<file path="src/rtl/reg_dump_ctrl_pkg.sv">
// Shared types and constants for the breakpoint register-dump controller.
// Record framing: header byte, PC, instr or cycle count, optional reg sweep, XOR trailer.
package reg_dump_ctrl_pkg;

  typedef enum logic [3:0] {
    ST_IDLE,
    ST_RUN,
    ST_HIT,
    ST_TMO,
    ST_PC,
    ST_INS,
    ST_CNT,
    ST_SEL,
    ST_CAP,
    ST_SEND,
    ST_TRL,
    ST_DONE
  } state_t;

  localparam logic [7:0] HDR_BP      = 8'hA5;
  localparam logic [7:0] HDR_TMO     = 8'h5A;
  localparam int         REC_LEN_BP  = 138;
  localparam int         REC_LEN_TMO = 10;
  localparam int         BYTE_IDX_W  = 8;

  // Places a single byte where the byte shifter sends first.
  function automatic logic [31:0] byte_word(input logic [7:0] b);
    return {b, 24'h00_0000};
  endfunction

endpackage

</file>
<file path="src/rtl/reg_dump_ctrl_if.sv">
// Valid/ready byte link carrying the dump record, e.g. towards a UART TX.
interface reg_dump_ctrl_if;
  import reg_dump_ctrl_pkg::*;

  logic [7:0] tx_data;
  logic       tx_valid;
  logic       tx_ready;

  modport master (output tx_data, output tx_valid, input tx_ready);
  modport slave  (input tx_data, input tx_valid, output tx_ready);

endinterface

</file>
<file path="src/rtl/reg_dump_ctrl_byte_tx.sv">
// Shifts a loaded word out MSB-first over valid/ready (1 or 4 bytes) and keeps the
// running XOR of checksummed bytes; a load may coincide with the last byte's accept.
module reg_dump_ctrl_byte_tx
  import reg_dump_ctrl_pkg::*;
(
  input  logic        clk,
  input  logic        rst,
  input  logic        i_load,
  input  logic        i_load_chk,
  input  logic [2:0]  i_len,
  input  logic [31:0] i_word,
  input  logic        i_chk_en,
  input  logic        i_chk_clr,
  input  logic        i_tx_ready,
  output logic [7:0]  o_tx_data,
  output logic        o_tx_valid,
  output logic        o_word_done
);

  logic [31:0] r_shift;
  logic [2:0]  r_left;
  logic        r_valid;
  logic        r_chk_en;
  logic [7:0]  r_chk;

  logic        w_accept;
  logic        w_last;
  logic [7:0]  w_chk_next;
  logic [31:0] w_word;

  // The trailer is loaded with the checksum including the byte accepted this very cycle.
  always_comb begin
    w_accept = r_valid & i_tx_ready;
    w_last   = w_accept & (r_left == 3'd1);
    if (w_accept && r_chk_en) begin
      w_chk_next = r_chk ^ r_shift[31:24];
    end else begin
      w_chk_next = r_chk;
    end
    if (i_load_chk) begin
      w_word = byte_word(w_chk_next);
    end else begin
      w_word = i_word;
    end
  end

  // Shift register, byte counter, valid flag and checksum.
  always_ff @(posedge clk) begin
    if (rst) begin
      r_shift  <= 32'h0000_0000;
      r_left   <= 3'd0;
      r_valid  <= 1'b0;
      r_chk_en <= 1'b0;
      r_chk    <= 8'h00;
    end else begin
      r_chk <= i_chk_clr ? 8'h00 : w_chk_next;
      if (i_load) begin
        r_shift  <= w_word;
        r_left   <= i_len;
        r_valid  <= 1'b1;
        r_chk_en <= i_chk_en;
      end else if (w_accept) begin
        r_shift <= {r_shift[23:0], 8'h00};
        r_left  <= r_left - 3'd1;
        r_valid <= ~w_last;
      end
    end
  end

  assign o_tx_data   = r_shift[31:24];
  assign o_tx_valid  = r_valid;
  assign o_word_done = w_last;

endmodule

</file>
<file path="src/rtl/reg_dump_ctrl.sv">
// Watches the CPU PC, halts the core at a breakpoint and streams a framed register
// dump (or a timeout record once the cycle budget runs out) over a byte link.
module reg_dump_ctrl
  import reg_dump_ctrl_pkg::*;
#(
  parameter logic [31:0] BP_ADDR    = 32'h0000_0048,
  parameter int          MAX_CYCLES = 2000,
  parameter int          NREGS      = 32
) (
  input  logic        clk,
  input  logic        rst,
  input  logic        i_arm,
  input  logic [31:0] i_pc,
  input  logic [31:0] i_instr,
  output logic        o_cpu_halt,
  output logic [4:0]  o_reg_sel,
  input  logic [31:0] i_reg_data,
  output logic        o_done,
  output logic        o_timeout,
  reg_dump_ctrl_if.master tx
);

  localparam logic [31:0] LAST_CYCLE = 32'(MAX_CYCLES - 1);
  localparam logic [4:0]  LAST_REG   = 5'(NREGS - 1);

  state_t      r_state;
  state_t      w_next;
  logic [31:0] r_pc;
  logic [31:0] r_instr;
  logic [31:0] r_cycles;
  logic [4:0]  r_idx;
  logic        r_halt;
  logic        r_done;
  logic        r_timeout;

  logic        w_load;
  logic        w_load_chk;
  logic [2:0]  w_len;
  logic [31:0] w_word;
  logic        w_chk_en;
  logic        w_chk_clr;
  logic        w_arm;
  logic        w_latch_bp;
  logic        w_latch_tmo;
  logic        w_idx_inc;
  logic        w_set_done;
  logic        w_word_done;

  reg_dump_ctrl_byte_tx u_byte_tx (
    .clk         (clk),
    .rst         (rst),
    .i_load      (w_load),
    .i_load_chk  (w_load_chk),
    .i_len       (w_len),
    .i_word      (w_word),
    .i_chk_en    (w_chk_en),
    .i_chk_clr   (w_chk_clr),
    .i_tx_ready  (tx.tx_ready),
    .o_tx_data   (tx.tx_data),
    .o_tx_valid  (tx.tx_valid),
    .o_word_done (w_word_done)
  );

  // State register.
  always_ff @(posedge clk) begin
    if (rst) begin
      r_state <= ST_IDLE;
    end else begin
      r_state <= w_next;
    end
  end

  // Next-state and per-cycle strobes; each word is loaded as the previous one finishes.
  always_comb begin
    w_next      = r_state;
    w_load      = 1'b0;
    w_load_chk  = 1'b0;
    w_len       = 3'd4;
    w_word      = 32'h0000_0000;
    w_chk_en    = 1'b1;
    w_chk_clr   = 1'b0;
    w_arm       = 1'b0;
    w_latch_bp  = 1'b0;
    w_latch_tmo = 1'b0;
    w_idx_inc   = 1'b0;
    w_set_done  = 1'b0;
    case (r_state)
      ST_IDLE: begin
        if (i_arm) begin
          w_arm  = 1'b1;
          w_next = ST_RUN;
        end else begin
          w_next = ST_IDLE;
        end
      end
      ST_RUN: begin
        // Breakpoint takes priority over an expiring budget in the same cycle.
        if (i_pc == BP_ADDR) begin
          w_latch_bp = 1'b1;
          w_load     = 1'b1;
          w_len      = 3'd1;
          w_word     = byte_word(HDR_BP);
          w_chk_en   = 1'b0;
          w_chk_clr  = 1'b1;
          w_next     = ST_HIT;
        end else if (r_cycles == LAST_CYCLE) begin
          w_latch_tmo = 1'b1;
          w_load      = 1'b1;
          w_len       = 3'd1;
          w_word      = byte_word(HDR_TMO);
          w_chk_en    = 1'b0;
          w_chk_clr   = 1'b1;
          w_next      = ST_TMO;
        end else begin
          w_next = ST_RUN;
        end
      end
      ST_HIT, ST_TMO: begin
        if (w_word_done) begin
          w_load = 1'b1;
          w_word = r_pc;
          w_next = ST_PC;
        end else begin
          w_next = r_state;
        end
      end
      ST_PC: begin
        if (w_word_done) begin
          w_load = 1'b1;
          w_word = r_timeout ? r_cycles : r_instr;
          w_next = r_timeout ? ST_CNT : ST_INS;
        end else begin
          w_next = ST_PC;
        end
      end
      ST_INS: begin
        if (w_word_done) begin
          w_next = ST_SEL;
        end else begin
          w_next = ST_INS;
        end
      end
      ST_SEL: begin
        w_next = ST_CAP;
      end
      ST_CAP: begin
        w_load = 1'b1;
        w_word = (r_idx == 5'd0) ? 32'h0000_0000 : i_reg_data;
        w_next = ST_SEND;
      end
      ST_SEND: begin
        if (w_word_done && (r_idx == LAST_REG)) begin
          w_load     = 1'b1;
          w_load_chk = 1'b1;
          w_len      = 3'd1;
          w_chk_en   = 1'b0;
          w_next     = ST_TRL;
        end else if (w_word_done) begin
          w_idx_inc = 1'b1;
          w_next    = ST_SEL;
        end else begin
          w_next = ST_SEND;
        end
      end
      ST_CNT: begin
        if (w_word_done) begin
          w_load     = 1'b1;
          w_load_chk = 1'b1;
          w_len      = 3'd1;
          w_chk_en   = 1'b0;
          w_next     = ST_TRL;
        end else begin
          w_next = ST_CNT;
        end
      end
      ST_TRL: begin
        if (w_word_done) begin
          w_set_done = 1'b1;
          w_next     = ST_DONE;
        end else begin
          w_next = ST_TRL;
        end
      end
      ST_DONE: begin
        w_next = ST_DONE;
      end
      default: begin
        w_next = ST_IDLE;
      end
    endcase
  end

  // Cycle budget, latched PC/instr, sweep index and status flags.
  always_ff @(posedge clk) begin
    if (rst) begin
      r_pc      <= 32'h0000_0000;
      r_instr   <= 32'h0000_0000;
      r_cycles  <= 32'h0000_0000;
      r_idx     <= 5'd0;
      r_halt    <= 1'b0;
      r_done    <= 1'b0;
      r_timeout <= 1'b0;
    end else begin
      if (w_arm) begin
        r_cycles <= 32'h0000_0000;
      end else if ((r_state == ST_RUN) && (r_cycles != 32'hFFFF_FFFF)) begin
        r_cycles <= r_cycles + 32'd1;
      end
      if (w_latch_bp) begin
        r_pc    <= i_pc;
        r_instr <= i_instr;
        r_halt  <= 1'b1;
      end
      if (w_latch_tmo) begin
        r_pc      <= i_pc;
        r_timeout <= 1'b1;
      end
      if (w_idx_inc) begin
        r_idx <= r_idx + 5'd1;
      end
      if (w_set_done) begin
        r_done <= 1'b1;
      end
    end
  end

  assign o_cpu_halt = r_halt;
  assign o_reg_sel  = r_idx;
  assign o_done     = r_done;
  assign o_timeout  = r_timeout;

endmodule

</file>
<file path="src/flat_wrapper.sv">
// flat-port wrapper written by rule: the top's interface ports become plain ports
module reg_dump_ctrl_flat import reg_dump_ctrl_pkg::*;
#(
  parameter logic [31:0] BP_ADDR    = 32'h0000_0048,
  parameter int          MAX_CYCLES = 2000,
  parameter int          NREGS      = 32
)
  (clk, rst, i_arm, i_pc, i_instr, o_cpu_halt, o_reg_sel, i_reg_data, o_done, o_timeout, tx_tx_data, tx_tx_valid, tx_tx_ready);
  reg_dump_ctrl_if tx_i ();
  input  logic clk;
  input  logic rst;
  input  logic i_arm;
  input  logic [31:0] i_pc;
  input  logic [31:0] i_instr;
  output logic o_cpu_halt;
  output logic [4:0] o_reg_sel;
  input  logic [31:0] i_reg_data;
  output logic o_done;
  output logic o_timeout;
  output wire logic [$bits(tx_i.tx_data)-1:0] tx_tx_data;
  output wire logic [$bits(tx_i.tx_valid)-1:0] tx_tx_valid;
  input wire logic [$bits(tx_i.tx_ready)-1:0] tx_tx_ready;
  assign tx_tx_data = tx_i.tx_data;
  assign tx_tx_valid = tx_i.tx_valid;
  assign tx_i.tx_ready = tx_tx_ready;
  reg_dump_ctrl #(.BP_ADDR(BP_ADDR), .MAX_CYCLES(MAX_CYCLES), .NREGS(NREGS)) u_core (.clk(clk), .rst(rst), .i_arm(i_arm), .i_pc(i_pc), .i_instr(i_instr), .o_cpu_halt(o_cpu_halt), .o_reg_sel(o_reg_sel), .i_reg_data(i_reg_data), .o_done(o_done), .o_timeout(o_timeout), .tx(tx_i));
endmodule
</file>
<file path="config.mk">
export PLATFORM = sky130hd
export DESIGN_NAME = reg_dump_ctrl_flat
export DESIGN_NICKNAME = d
export VERILOG_FILES = /design/src/rtl/reg_dump_ctrl_pkg.sv /design/src/rtl/reg_dump_ctrl_if.sv /design/src/rtl/reg_dump_ctrl_byte_tx.sv /design/src/rtl/reg_dump_ctrl.sv /design/src/flat_wrapper.sv
export SDC_FILE = /design/constraint.sdc
export NUM_CORES = 1
export LEC_CHECK = 0
export ABC_AREA = 1
export CAP_MARGIN = 20
export CORE_ASPECT_RATIO = 1.25
export CORE_MARGIN = 2
export CORE_UTILIZATION = 55
export CTS_CLUSTER_DIAMETER = 150
export DETAILED_ROUTE_END_ITERATION = 8
export PLACE_DENSITY = 0.92
export RECOVER_POWER = 50
export REMOVE_ABC_BUFFERS = 1
export SLEW_MARGIN = 20
export SYNTH_ARGS = -nofsm -noshare
export SYNTH_HDL_FRONTEND = slang
export SYNTH_SLANG_ARGS = --single-unit
</file>
<file path="constraint.sdc">
create_clock -name clk -period 2.5 [get_ports clk]
set_clock_uncertainty 0.1 [all_clocks]
set_input_delay 0.25 -clock clk [delete_from_list [all_inputs] [get_ports clk]]
set_output_delay 0.25 -clock clk [all_outputs]
set_load 0.005 [all_outputs]
</file>
==> impl.org <==
** Critical path
- For this design, the slowest cell found on the critical path is sky130_fd_sc_hd__dfxtp_1.
- For this run, the slowest stage of the critical path takes 0.40 ns.
- Arr. time, crit path :: 2.63 ns
- Critical path required time :: 2.69 ns
- The worst setup path is launched from a flop.
- Kind of critical path :: reg2reg
- Cells along the critical path :: ha_1, nand2_2, nor2_4, nand3_1, nor2_2, nand3_2, nand2_4, inv_2, o21ai_0, a21oi_1
- Worst Setup End Kind :: flop
- Max Fanout on Critical Path :: 27

** Cells and area
- The repair_antennas step left the layout with diodes totalling 0.
- Most frequent cells in the layout :: sky130_fd_sc_hd__nand2_1, sky130_fd_sc_hd__nor2_1, sky130_fd_sc_hd__dfxtp_1, sky130_fd_sc_hd__inv_1
- Leaving out fill and tap cells, the most frequent cell in the layout is sky130_fd_sc_hd__nand2_1.
- Fillers :: 1,178
- Net count of the finished layout :: 1,471
- Share of layout cells above drive strength 1 :: 0.108
- Cell area after layout :: 10,300 um2
- Signed area change from the synthesized netlist to the final layout :: 22.4%
- Final cell count without fillers :: 1,559

** STA
- Of the available clock period, the critical path in the final layout requires 0.974.
- Derived from the worst setup path, the maximum achievable clock frequency is 0.411 GHz.
- Setup repair after global routing could not meet its margin everywhere.
- The number of pins with negative max-slew slack in the final report came to 0.
- Slew at the pin closest to its max-slew limit :: 0.822 ns
- Worst slack on hold paths :: 0.134 ns
- Setup violations remaining at the end of the flow were counted as 0.
- The hold violation total from the final report came to 0.
- Setup total negative slack on the finished layout was measured at 0 ns.
- Headroom to the max-slew limit came out at 0.452.
- The worst path needs 2.43 ns of the cycle, external delays included.

** Route
- The first detailed-routing pass took 6 iterations.
- After detailed routing, the average wire length per cell comes to 16.6 um.
- After detailed routing, the number of remaining DRC violations is 0.
- The routed layout has 8,912 vias.
- DRT antenna net count :: 0
- Iter 0 DRT Violations :: 1,040
- Dividing the detail-routed via count by the number of cells gives 5.72.
- Wires add up to 25,900 um.

** Job
- Max-cap violations in this run came to 0.

** Power and ir drop
- Highest ir drop seen on vdd :: 0.360 mV
- For this design the static power due to leakage is 0.00397 uW.
- Power density over the cells :: 534 nW/um2

** Clocking
- Clock tree synthesis inserted a total of 17 buffers.
- Hold repair after CTS inserted 0 buffers.
- The clock reaches the later pin of the worst-skew pair after 0.43 ns.
- CTS Root Buffer Type :: sky130_fd_sc_hd__clkbuf_16
- In this run the deepest clock path goes through 2 buffers.
- TritonCTS clock tree :: built
- Setup bufs post-CTS :: 0
- CTS built an H-tree with a depth of 4.
- Number of clock sinks :: 153
- Clock-pin transition on the worst setup and hold timing paths :: 0.07 ns

** Floorplanning
- The die is 143 um tall.
- Core Rows :: 50
- The floorplan step defined a die boundary enclosing 16,400 um2.
- The floorplan step defined a core boundary enclosing 15,000 um2.
- For this configuration, the core starts out at a cell density of 0.563.
- In this run the horizontal extent of the chip is 115 um.
- For this design the top-level I/O count stands at 117.

** GRT
- Entering global routing, the biggest net connects 48 pins.
- The number of global-route vias before repair came to 8,465.
- GRT Util Overall :: 0.317
- For this run the aggregate overflow at the end of global routing stands at 0.
- The first global-routing pass estimated 41,000 um of wire.
- Initial antenna violation count :: 0

** Synth
- Mapped Avg Cell Area :: 6.73 um2
- Sorting the synthesized cells by area gives the leading types as sky130_fd_sc_hd__dfxtp_1, sky130_fd_sc_hd__nand2_1, sky130_fd_sc_hd__nor2_1, sky130_fd_sc_hd__inv_1, sky130_fd_sc_hd__o21ai_0.
- The share of synthesized area in the top cell type comes to 0.362.
- Synthesis handed over a netlist of 1,256 instances.
- The share of the Yosys chip area taken by registers is 0.362.
- Synthesized flop and latch total :: 153
- Yosys warning count :: 0
- The cell area that synthesis handed to floorplanning was 8450 um2.
- Synth area leader :: sky130_fd_sc_hd__dfxtp_1
- Library cells used by synthesis :: 41

** Placed design
- Final RePlAce weighted congestion :: 0.962
- The placed instances occupy a cell area of 9740 um2.
- Buffers placed on the I/O ports in this run total 116.
- Half-perimeter wire length of the detailed placement result :: 18,400 um
- Number of cells after detailed placement :: 1,528

** Status
- The run finished with clean final reports.

** Worst hold path
- The tightest min-delay check is of the in2reg type.
[worst max-delay path, delay by kind of cell (launching register included)]
family          cells  cell delay, ns
fa+ha+maj           1            0.25
buf+inv             1            0.22
simple gates        6            0.93
flops               1            0.40
compound gates      2            0.37
[Yosys cell counts (all sizes together)]
cell and number:
a31oi 3, nand3b 1, a22oi 2, xor2 25
and3 1, o22ai 1, o21bai 1, clkbuf 28
xnor2 8, clkinv 1, nand4 16, nand2 304
buf 35, or2 2, nor2 166, dfxtp 153
o21a 1, inv 155, nand3 68, o211ai 2
nor3 25, a21oi 108, o21ai 118, ha 6
a211oi 26
[report_power, final]
part / internal, uW / switching [uW]
clock: 1590 / 1130
sequential: 2440 / 4.57
combinational: 178 / 178
[layer usage]
layer / wire [um] / share of wire / GRT usage
met1: 9640 / 0.37 / 0.372
met4: 1660 / 0.064 / 0.194
met5: 0 / 0 / 0
met2: 12400 / 0.48 / 0.529
met3: 2150 / 0.083 / 0.0609
[worst paths after layout]
path / from / endpoint / slack [ns] / depth (start not counted)
hold reg to reg: u_core.r_pc[4]$_SDFFE_PP0P_ / u_core.r_pc[4]$_SDFFE_PP0P_ / 0.35 / 2
setup / recovery: u_core.r_cycles[0]$_SDFFE_PP0P_ / u_core.r_pc[3]$_SDFFE_PP0P_ / 0.07 / 10
hold / removal: rst / u_core.r_instr[22]$_SDFFE_PP0P_ / 0.13 / 4
setup reg to reg: u_core.r_cycles[0]$_SDFFE_PP0P_ / u_core.r_pc[3]$_SDFFE_PP0P_ / 0.07 / 10
[kinds of logic after synthesis]
family | synth area share
DFF | 0.362
and+or+nand+nor | 0.302
buffers and inverters | 0.114
xor gates and xnor gates | 0.0342
AOI/OAI and AO/OA | 0.179
adders and majority gates | 0.00888
[layout make-up]
type                    count  area, um2  share of cell area
clock inverters            14        185              0.0179
clock buffers              17        425              0.0411
flip-flops and latches    153       3060               0.296
multi-input cells         884       4430               0.428
repair buffers            153       1430               0.138
well taps                 182        228              0.0220
inverters                 156        586              0.0566
[registers in the layout (all words and copies together) (netlist names)]
name	cells
u_core.r_cycles	32
u_core.o_cpu_halt	1
u_core.u_byte_tx.r_chk	8
u_core.u_byte_tx.o_tx_valid	1
u_core.u_byte_tx.r_chk_en	1
u_core.r_state	4
u_core.o_timeout	1
u_core.r_instr	32
u_core.r_pc	32
u_core.u_byte_tx.r_shift	32
u_core.u_byte_tx.r_left	3
u_core.o_reg_sel	5
u_core.o_done	1
[through the flow]
step	total power, uW	utilization	worst slack [ns]
after floorplan	2610	-	0.0352
after global placement	2840	0.649	0.134
after detailed placement	2850	0.649	0.0330
after CTS	5500	0.689	0.0271
after global routing	5640	0.689	-0.0323
final	5520	0.689	0.0660
[timing repair]
item                       4_1_cts  5_1_grt
gates resized for setup          0        2
setup endpoints to repair        0       37
hold endpoints to repair         0        0
(Power assumes the default switching activity.)
